--- config.mk ---
export PLATFORM = sky130hd
export DESIGN_NAME = pattern_delay_timer
export DESIGN_NICKNAME = d
export VERILOG_FILES = /design/src/rtl/pattern_delay_timer_pkg.sv /design/src/rtl/pattern_delay_timer_tick.sv /design/src/rtl/pattern_delay_timer.sv
export SDC_FILE = /design/constraint.sdc
export NUM_CORES = 1
export LEC_CHECK = 0
export BUFFER_PORTS_ARGS = -buffer_cell sky130_fd_sc_hd__clkbuf_2
export CORE_MARGIN = 2
export CORE_UTILIZATION = 59
export DETAILED_ROUTE_END_ITERATION = 8
export GPL_TIMING_DRIVEN = 0
export PLACE_DENSITY = 0.83
export SYNTH_ARGS = -nofsm -noshare
export SYNTH_HDL_FRONTEND = slang
export SYNTH_SLANG_ARGS = --single-unit
--- constraint.sdc ---
create_clock -name clk -period 1.9 [get_ports clk]
set_input_delay 0.38 -clock clk [delete_from_list [all_inputs] [get_ports clk]]
set_output_delay 0.38 -clock clk [all_outputs]
set_load 0.02 [all_outputs]
--- src/rtl/pattern_delay_timer_pkg.sv ---
// Shared types and parameter defaults for the pattern-triggered delay timer.
package pattern_delay_timer_pkg;

    typedef enum logic [3:0] {
        SEARCH = 4'b0001,
        SHIFT  = 4'b0010,
        COUNT  = 4'b0100,
        WAIT   = 4'b1000
    } state_t;

    localparam int         DEF_PAT_LEN     = 4;
    localparam logic [3:0] DEF_PATTERN     = 4'b1101;
    localparam int         DEF_DELAY_W     = 4;
    localparam int         DEF_UNIT_CYCLES = 1000;

    // Counter width for values 0..n-1, never narrower than one bit.
    function automatic int min_width(input int n);
        return (n > 1) ? $clog2(n) : 1;
    endfunction

endpackage

--- src/rtl/pattern_delay_timer_tick.sv ---
// Reloadable down-counter that marks the last cycle of each delay unit.
module unit_tick_counter
    import pattern_delay_timer_pkg::*;
#(
    parameter int UNIT_CYCLES = DEF_UNIT_CYCLES
) (
    input  logic clk,
    input  logic areset_n,
    input  logic load,
    input  logic en,
    output logic tc
);

    localparam int                TICK_W = min_width(UNIT_CYCLES);
    localparam logic [TICK_W-1:0] RELOAD = TICK_W'(UNIT_CYCLES - 1);

    logic [TICK_W-1:0] tick;

    always_ff @(posedge clk or negedge areset_n) begin
        if (!areset_n) begin
            tick <= '0;
        end else if (load) begin
            tick <= RELOAD;
        end else if (en) begin
            tick <= (tick == '0) ? RELOAD : tick - 1'b1;
        end
    end

    assign tc = (tick == '0);

endmodule

--- src/rtl/pattern_delay_timer.sv ---
// Waits for a serial start pattern, captures a delay value, times it out in
// units of UNIT_CYCLES and then holds done until acknowledged.
module pattern_delay_timer
    import pattern_delay_timer_pkg::*;
#(
    parameter int                 PAT_LEN     = DEF_PAT_LEN,
    parameter logic [PAT_LEN-1:0] PATTERN     = DEF_PATTERN,
    parameter int                 DELAY_W     = DEF_DELAY_W,
    parameter int                 UNIT_CYCLES = DEF_UNIT_CYCLES
) (
    input  logic               clk,
    input  logic               areset_n,
    input  logic               d,
    input  logic               ack,
    input  logic               abort,
    output logic               shift_ena,
    output logic               counting,
    output logic               done,
    output logic [DELAY_W-1:0] count
);

    localparam int IDX_W  = $clog2(DELAY_W + 1);
    localparam int FILL_W = min_width(PAT_LEN);

    state_t             state;
    logic [PAT_LEN-2:0] hist;
    logic [FILL_W-1:0]  fill;
    logic [DELAY_W-1:0] delay;
    logic [IDX_W-1:0]   idx;
    logic [PAT_LEN-1:0] window;
    logic [DELAY_W:0]   delay_window;
    logic               match;
    logic               last_bit;
    logic               tick_load;
    logic               tick_tc;

    assign window       = {hist, d};
    assign delay_window = {delay, d};
    // fill guards against zeros left in hist completing a pattern early
    assign match        = (window == PATTERN) && (fill == FILL_W'(PAT_LEN - 1));
    assign last_bit     = (idx == IDX_W'(DELAY_W - 1));
    assign tick_load    = (state == SHIFT) && last_bit && !abort;

    unit_tick_counter #(
        .UNIT_CYCLES(UNIT_CYCLES)
    ) u_tick (
        .clk     (clk),
        .areset_n(areset_n),
        .load    (tick_load),
        .en      (state == COUNT),
        .tc      (tick_tc)
    );

    always_ff @(posedge clk or negedge areset_n) begin
        if (!areset_n) begin
            state <= SEARCH;
            hist  <= '0;
            fill  <= '0;
            delay <= '0;
            idx   <= '0;
        end else if (abort) begin
            state <= SEARCH;
            hist  <= '0;
            fill  <= '0;
        end else begin
            case (state)
                SEARCH: begin
                    hist <= window[PAT_LEN-2:0];
                    if (fill != FILL_W'(PAT_LEN - 1)) begin
                        fill <= fill + 1'b1;
                    end
                    if (match) begin
                        state <= SHIFT;
                        idx   <= '0;
                    end
                end
                SHIFT: begin
                    delay <= delay_window[DELAY_W-1:0];
                    idx   <= idx + 1'b1;
                    if (last_bit) begin
                        state <= COUNT;
                    end
                end
                COUNT: begin
                    if (tick_tc) begin
                        if (delay == '0) begin
                            state <= WAIT;
                        end else begin
                            delay <= delay - 1'b1;
                        end
                    end
                end
                WAIT: begin
                    if (ack) begin
                        state <= SEARCH;
                        hist  <= '0;
                        fill  <= '0;
                    end
                end
                default: state <= SEARCH;
            endcase
        end
    end

    assign shift_ena = (state == SHIFT);
    assign counting  = (state == COUNT);
    assign done      = (state == WAIT);
    assign count     = (state == COUNT) ? delay : '0;

endmodule

======== Word-level counts from Yosys, hierarchy flattened ========
Cells that the tools add are included.
operators by class
  bitwise logic cells ..................... 1
  add/sub/neg operators ................... 4
  muxes and demuxes ....................... 23
  reductions and logical operators ........ 15
  equal/unequal tests ..................... 17
operator list
  cell                   number
  $mux 4                 9
  $mux 10                3
  $pmux 4 s4             1
  $pmux 3 s2             2
  $logic_not 10->1       1
  $sub 10x1->10 const B  1
  $mux 3                 3
  $ne 3x2->1 const B     3
  $ne 3x3->1 const B     3
  $eq 4x4->1 const B     2
  $pmux 4 s2             1
  $mux 2                 3
  $ne 2x2->1 const B     3
  $reduce_and 3->1       2
  $reduce_bool 2->1      3
  $reduce_and 5->1       1
  $eq 4x1->1 const B     1
  $eq 4x2->1 const B     1
  $eq 4x3->1 const B     1
  $logic_not 4->1        1
  $pmux 2 s2             1
  $reduce_and 4->1       1
  $sub 4x1->4 const B    1
  $add 3x1->3 const B    1
  9 further kinds        11
storage, ports and cells
  input bits .............................. 5
  word-level logic and storage cells ...... 66
  output and inout port bits .............. 7
  register bits ........................... 26

======== Logic depth before layout (Yosys ltp) ========
Gate-level depths: netlist of run 1.
  depth after elaboration ................. 5
  mapped depth ............................ 6
  mapped depth without buffers ............ 6

======== Modules after synthesis ========
Synthesis of run 1 repeated with hierarchy kept, for this count alone.
second synthesis, totals
  cells, all modules ...................... 161
  area, all modules ....................... 1505.2 um^2
modules (own cells, without submodules)
  module               instances  cells each  seq. area each (um^2)  area an instance (um^2)
  pattern_delay_timer  1          105         401.6                  957.2
  unit_tick_counter    1          56          250.2                  548.0

======== Least setup slack after synthesis of run 1 ========
Ideal clock, no wire load.
  path type ............................... reg-to-reg
  start point ............................. register state[1]
  end point ............................... register hist[0]
  stages on the path, launching flop included .. 6
  buffers on the path ..................... 1
  period minus slack after synthesis ...... 1890 ps
  path slack .............................. 10 ps
  required time ........................... 1759 ps
  arrival ................................. 1749 ps
  setup time .............................. 141 ps
  cells stage by stage .................... dfrtp_1 > buf_6 > nor4b_1 > nor2_1 > nand2_1 > o21ai_0
on the way
  word-level cells in the longest chain between the ends .. 3
  elaborated cells on any way between the ends .. 7
  those cells by class .................... eq/ne: 3; mux: 2; reduce/logical: 2
RTL lines
  element                                            RTL line                   RTL
  from (decl)                                        pattern_delay_timer.sv:25  state_t state;
  from (signal assigned)                             pattern_delay_timer.sv:56  state <= SEARCH;
  from (signal assigned)                             pattern_delay_timer.sv:62  state <= SEARCH;
  from (signal assigned)                             pattern_delay_timer.sv:73  state <= SHIFT;
  $eq 4x4->1 (*)                                     --
  named net done                                     pattern_delay_timer.sv:18  output logic done,
  $pmux 3 s2, or another cell as far along           pattern_delay_timer.sv:66  case (state)
  $mux 3 / $reduce_and 2->1 (equally long branches)  --
  to (signal assigned)                               pattern_delay_timer.sv:68  hist <= window[PAT_LEN-2:0];
  to (decl)                                          pattern_delay_timer.sv:26  logic [PAT_LEN-2:0] hist;
The timed path passes the listed nets; every way through them passes the cells marked *.
A chain may end at the register's enable or synchronous reset.

======== Worst setup path after layout of run 1 ========
  start point ............................. register state[1]
  end point ............................... output port count[2]
on the way
  word-level cells in the longest chain between the ends .. 2
RTL lines
  element     RTL line                    RTL
  $eq 4x3->1  pattern_delay_timer.sv:108  assign count = (state == COUNT) ? delay : '0;
  $mux 4      pattern_delay_timer.sv:108
  to (decl)   pattern_delay_timer.sv:19   output logic [DELAY_W-1:0] count
No other way between the ends.

==> flow_summary.yaml, run 1 <==
synth:
  syn_inst: 162
  synthArstFlopShare_pct: 100
  synth_nets: 172
  synth.distinct_cells: 49
  synth-edff-count: 0
  syn_area_mm2: 0.00153
  avgSynthCellArea_um2: 9.45
  ys.flop_type: "dfrtp_1"
  ys_warn_count: 0
  ys_seq_elements: 26
  ys_seq_area_share_pct: 42.6
placed_design:
  place_area_mm2: 0.00162
  portBuffers: 11
  place.gp.congestion: 0.771
  place_inst: 203
  place_hpwl_um: 2320
sta:
  slew_viol_final: 0
  fin_setup_tns_ps: -1440
  max_freq_ghz: 0.468
  hold_violations: 0
  worst_slack_ps: -238
  rsz0062_at_grt: "yes"
  slew_headroom_pct: 56.5
  finalSetupViolCount: 12
  worst_pin_slew_ps: 652
  period_needed_ps: 2140
  fin_skew_ps: 4.01
  min_period_over_period_pct: 113
floorplan:
  die_h_um: 55.0
  die_w_um: 55.0
  dieArea_mm2: 0.00302
  io_pins: 12
  core.rowCount: 18
  coreArea_mm2: 0.00248
  initial_core_util_pct: 61.8
power:
  power_mw: 0.916
  ir_worst_vdd_uv: 532
  power.density_mw_per_mm2: 448
  power_leakage_nw: 0.926
clock_network:
  worstSkewPairLatency_ps: 330
  postCtsHoldBufs: 0
  cts_buffer_depth: 2
  clockRootBuffer: "clkbuf_4"
  cts_tree: "done"
  clk_pin_slew_worst_paths_ps: 150
  cts_made_buffers: 3
  cts.sinks: 26
  cts_htree_levels: 1
finish:
  syn_to_final_growth_pct: 33.4
  n_antenna_cell: 0
  drive_gt1_share_pct: 35.5
  final_util_pct: 82.5
  nets: 214
  instances_no_fill: 233
  design_area_mm2: 0.00204
grt:
  antenna_found_initial: 0
  overflow: 0
  grt_pass1_vias: 1322
  grt_pass1_wl_um: 6060
  grt_util_all_layers_pct: 28.3
  grt_max_degree: 27
run_status:
  status: "finished, violations left"
  violations: "negative setup slack"
hold_path:
  hold_class: "primary input to async pin"
routing:
  first_pass_iters: 6
  postRouteAntennaNets: 0
  drt_iter0_drc: 96
  post_drt_via_cell_ratio: 6.56
  wl_per_cell_um: 18.6
  wl_um: 4340
  drc: 0
  num_vias: 1529
worst_setup_path:
  cp_max_fo: 5
  crit_type: "register to output pin"
  arrival_ps: 1760
  crit_required_ps: 1520
  critPathCaptureType: "output pin"
  start_kind: "register"
  rr_worst_depth: 6
flow_run:
  cap_violations: 0
## critical path, stage by stage, from the launching register on
cell and delay (ps):
dfrtp_1 450, or4b_4 580, buf_6 170, nor2_4 110, buf_8 110
## stage by stage
step           setup WS (ps)  hold WS [ps]
2_1_floorplan           9.69          84.4
3_3_place_gp            13.9           427
3_5_place_dp           -14.5           436
4_1_cts                 -241          72.7
5_1_grt                 -296          80.3
6_report                -238          40.8
## placed cells by master (no fill, tap or decap), types with 2 or more instances in the layout
cell	instances
xnor2_1	2
a22oi_1	2
nor4_1	2
nand2b_1	2
or4b_4	2
ha_1	3
o22a_1	2
a21oi_1	5
o211ai_1	5
o311ai_0	2
clkbuf_1	2
o31ai_1	2
nor2_4	4
xor2_1	2
buf_6	7
nand3_1	7
nand2_1	18
o21ai_0	6
mux2i_1	2
clkbuf_2	4
clkbuf_4	3
buf_4	25
buf_8	5
and2_1	2
dfrtp_1	24
or4_1	4
nor3_1	3
inv_1	8
nor2_1	10
nand4_1	3
o22ai_1	3
nor2b_1	2
## registers in the layout, summed over array words and instances, names as in the netlist
register / count
fill: 2
u_tick.tick: 10
delay: 4
hist: 3
state: 4
idx: 3
## final timing paths
| path | startpoint | endpoint | slack [ps] |
|---|---|---|---|
| setup reg to reg | delay[0]$_DFFE_PN0P_ | state[2]$_DFFE_PN0P_ | -120 |
| setup / recovery | state[1]$_DFFE_PN0P_ | count[2] | -240 |
| min in group clk | d | hist[0]$_DFFE_PN0P_ | 320 |
| hold reg to reg | hist[1]$_DFFE_PN0P_ | hist[1]$_DFFE_PN0P_ | 540 |
| hold / removal | areset_n | u_tick.tick[3]$_DFFE_PN0P_ | 40 |
| max in group asynchronous | areset_n | state[3]$_DFFE_PN0P_ | 1410 |
## per-layer routing
metal	global-route usage [%]	part of all wire, %	vias to the layer above
met4	12.6	5.0	0
met2	47.2	50	75
met1	36.6	39	744
li1	-	-	681
met5	0	0	-
met3	3.76	5.8	29
## power breakdown
part | switching, mW | internal (mW)
clock network | 0.175 | 0.118
registers | 0.00667 | 0.564
logic | 0.0343 | 0.0191
total | 0.216 | 0.701
## synth_stat cells (all sizes together) (2+ instances only)
cell type,instances,area (um2)
dfrtp,25,626
nand2,18,67.6
nor2,14,55.1
inv,9,33.8
a21oi,7,42.5
nand3,7,35.0
o21ai,7,35.0
buf,5,31.3
ha,5,62.6
o211ai,5,37.5
or4,4,30.0
a22oi,3,27.5
and2,3,18.8
nand4,3,18.8
nor3,3,15.0
nor4,3,25.0
o22ai,3,18.8
o31ai,3,27.5
clkbuf,2,7.51
mux2i,2,20.0
nand2b,2,12.5
nor2b,2,12.5
nor3b,2,20.0
nor4b,2,17.5
o22a,2,17.5
o311ai,2,17.5
or4b,2,27.5
xnor2,2,17.5
xor2,2,17.5
## cell families after synthesis
group,Yosys count,share of synthesized area [%]
DFF,26,42.6
xor gates and xnor gates,4,2.29
muxes,3,2.04
adders and majority gates,5,4.08
buffers and inverters,17,5.31
AOI/OAI and AO/OA,38,17.7
and+or+nand+nor,69,26.0
## timing repair
| action | 4_1_cts | 5_1_grt |
|---|---|---|
| pin swaps | 3 | 5 |
| setup endpoints to repair | 10 | 22 |
| setup buffers | 16 | 12 |
| gates resized for setup | 24 | 27 |
## area by class of cell
cell class	instances	area, um2
tap	30	37.5
fill	128	434
multi-input combinational	119	897
clock buffer	4	36.3
buffer	5	35.0
inverter	10	45.0
sequential	26	653
timing repair buffer	39	339
(Power assumes the default switching activity.)
==> run 2: changes to the inputs <==
- BUFFER_PORTS_ARGS: -buffer_cell sky130_fd_sc_hd__clkbuf_2 -> default
- DONT_BUFFER_PORTS: default -> 1
- PLACE_DENSITY: 0.83 -> 0.79
==> flow_summary.yaml, run 2 (same netlist as run 1, synthesis figures left out) <==
run_status:
  status: "finished, violations left"
  violations: "negative setup slack"
placed_design:
  place.gp.congestion: 0.779
  portBuffers: 0
  place_area_mm2: 0.00157
  place_hpwl_um: 2310
  place_ws_ps: -212
worst_setup_path:
  timing.rr.start: "state[3]$_DFFE_PN0P_"
  crit_slowest_cell: "or4b_4"
  rr_worst_depth: 6
  reg2reg_slack_ps: 60
  crit_type: "register to output pin"
  path_cells: "buf_6 > or4b_4 > inv_8 > and2_4"
  crit_required_ps: 1520
  arrival_ps: 1690
  slowest_delay_ps: 520
  critPathCaptureType: "output pin"
  r2r_end: "u_tick.tick[3]$_DFFE_PN0P_"
  cp_max_fo: 9
  start_kind: "register"
grt:
  overflow: 0
  grt_util_all_layers_pct: 27.0
  antenna_found_initial: 0
  grt_pass1_vias: 1282
  grt_max_degree: 27
  grt_pass1_wl_um: 5770
flow_run:
  cap_violations: 0
power:
  pwr-share-seq_pct: 63.0
  p_clk_share_pct: 31.3
  power.density_mw_per_mm2: 493
  switching_power_mw: 0.204
  switching_share_pct: 22.5
  pwr-share-comb_pct: 5.7
  power_leakage_nw: 0.801
  power_mw: 0.907
  power.internal_mw: 0.703
  ir_worst_vdd_uv: 591
clock_network:
  cts_buffer_depth: 2
  worstSkewPairLatency_ps: 320
  cts_tree: "done"
  cts_htree_levels: 1
  clockRootBuffer: "clkbuf_4"
  cts.sinks: 26
  cts_made_buffers: 3
  clk_pin_slew_worst_paths_ps: 140
floorplan:
  dieArea_mm2: 0.00302
  die_w_um: 55.0
  initial_core_util_pct: 61.8
  io_pins: 12
  core.rowCount: 18
  die_h_um: 55.0
  coreArea_mm2: 0.00248
sta:
  finalSetupViolCount: 5
  rsz0062_at_grt: "yes"
  max_freq_ghz: 0.484
  period_needed_ps: 2070
  hold_violations: 0
  worst_pin_slew_ps: 492
  slew_viol_final: 0
  min_period_over_period_pct: 109
  worst_slack_ps: -168
  slew_headroom_pct: 66.9
  fin_skew_ps: 2.48
  timing.hold.ws_ps: 184
hold_path:
  hold_end: "hist[0]$_DFFE_PN0P_"
  min_from: "d"
  hold_class: "primary input to register"
  whs_path_depth: 2
finish:
  top_register: "u_tick.tick"
  design_area_mm2: 0.00184
  top_regs: "u_tick.tick x10, delay x4, state x4"
  layout_common_cells: "24 x dfrtp_1, 17 x nand2_1, 12 x buf_4"
  largest_reg_flops: 10
  syn_to_final_growth_pct: 20.0
  final_common_cell: "dfrtp_1"
  n_antenna_cell: 0
  drive_gt1_share_pct: 26.7
  nets: 191
  n_fill_cell: 175
routing:
  postRouteAntennaNets: 0
  wl_per_cell_um: 17.1
  first_pass_iters: 4
  drt_iter0_drc: 39
  drc: 0
  post_drt_via_cell_ratio: 6.37
  num_vias: 1338
  wl_um: 3590
-- run 2: cell types whose count changed in the layout (fill, tap and decap cells not counted), sizes merged --
cell and delta:
buf -20, clkbuf -4, clkinv -1, clkinvlp +1, dlygate4sd3 +1
-- run 2: final cells by class --
class,instances,area (um2),area share (%)
buffer,5,38.8,2.11
multi-input combinational,119,887,48.3
sequential,26,653,35.5
inverter,10,48.8,2.65
timing repair buffer,16,136,7.42
tap,30,37.5,2.04
clock buffer,4,36.3,1.97
-- run 2: metal layers --
metal / vias to the layer above / GRT usage, % / routed length, um
met2: 44 / 46.6 / 1860
met3: 10 / 4.84 / 162
met1: 650 / 32.4 / 1500
li1: 634 / - / -
met4: 0 / 13.0 / 70
met5: - / 0 / 0
-- run 2: how the worst max path moves through the flow --
stage                              start                  end  slack, ps  cells after the start
floorplan           state[1]$_DFFE_PN0P_  hist[0]$_DFFE_PN0P_         10                      5
detailed placement  state[1]$_DFFE_PN0P_  hist[1]$_DFFE_PN0P_       -210                      5
CTS                 state[1]$_DFFE_PN0P_             count[1]       -180                      4
global placement    state[1]$_DFFE_PN0P_  hist[0]$_DFFE_PN0P_       -150                      5
global route        state[2]$_DFFE_PN0P_             count[3]       -220                      4
finish              state[2]$_DFFE_PN0P_             count[3]       -170                      4
-- run 2: power groups by stage --
stage | combinational (mW) | sequential [mW] | clock, mW
2_1_floorplan | 0.0253 | 0.579 | 0
3_5_place_dp | 0.0316 | 0.581 | 0
5_1_grt | 0.0613 | 0.573 | 0.307
6_report | 0.0519 | 0.571 | 0.284
3_3_place_gp | 0.0287 | 0.580 | 0
4_1_cts | 0.0518 | 0.571 | 0.290
-- run 2: timing repair --
action                                  CTS  global route
buffers inserted                          8             5
cloned                                    0             1
hold buffers                              2             0
gates resized for setup                  18            10
pin swaps                                 5             5
endpoints found under the setup margin   20            23
hold endpoints to repair                 26             0
-- run 2: metrics by stage --
stage	std cells	utilization, %	TNS, ps
after global routing	210	74.2	-1060
after detailed placement	192	63.3	-1130
after CTS	205	70.7	-871
after global placement	192	63.3	-773
after floorplan	162	-	0
final	210	74.2	-732
-- run 2: critical path, delay by kind of cell, from the launching register on --
family	cells	cell delay [ps]
AND/OR/NAND/NOR	2	710
flip-flops	1	400
buffers and inverters	2	250
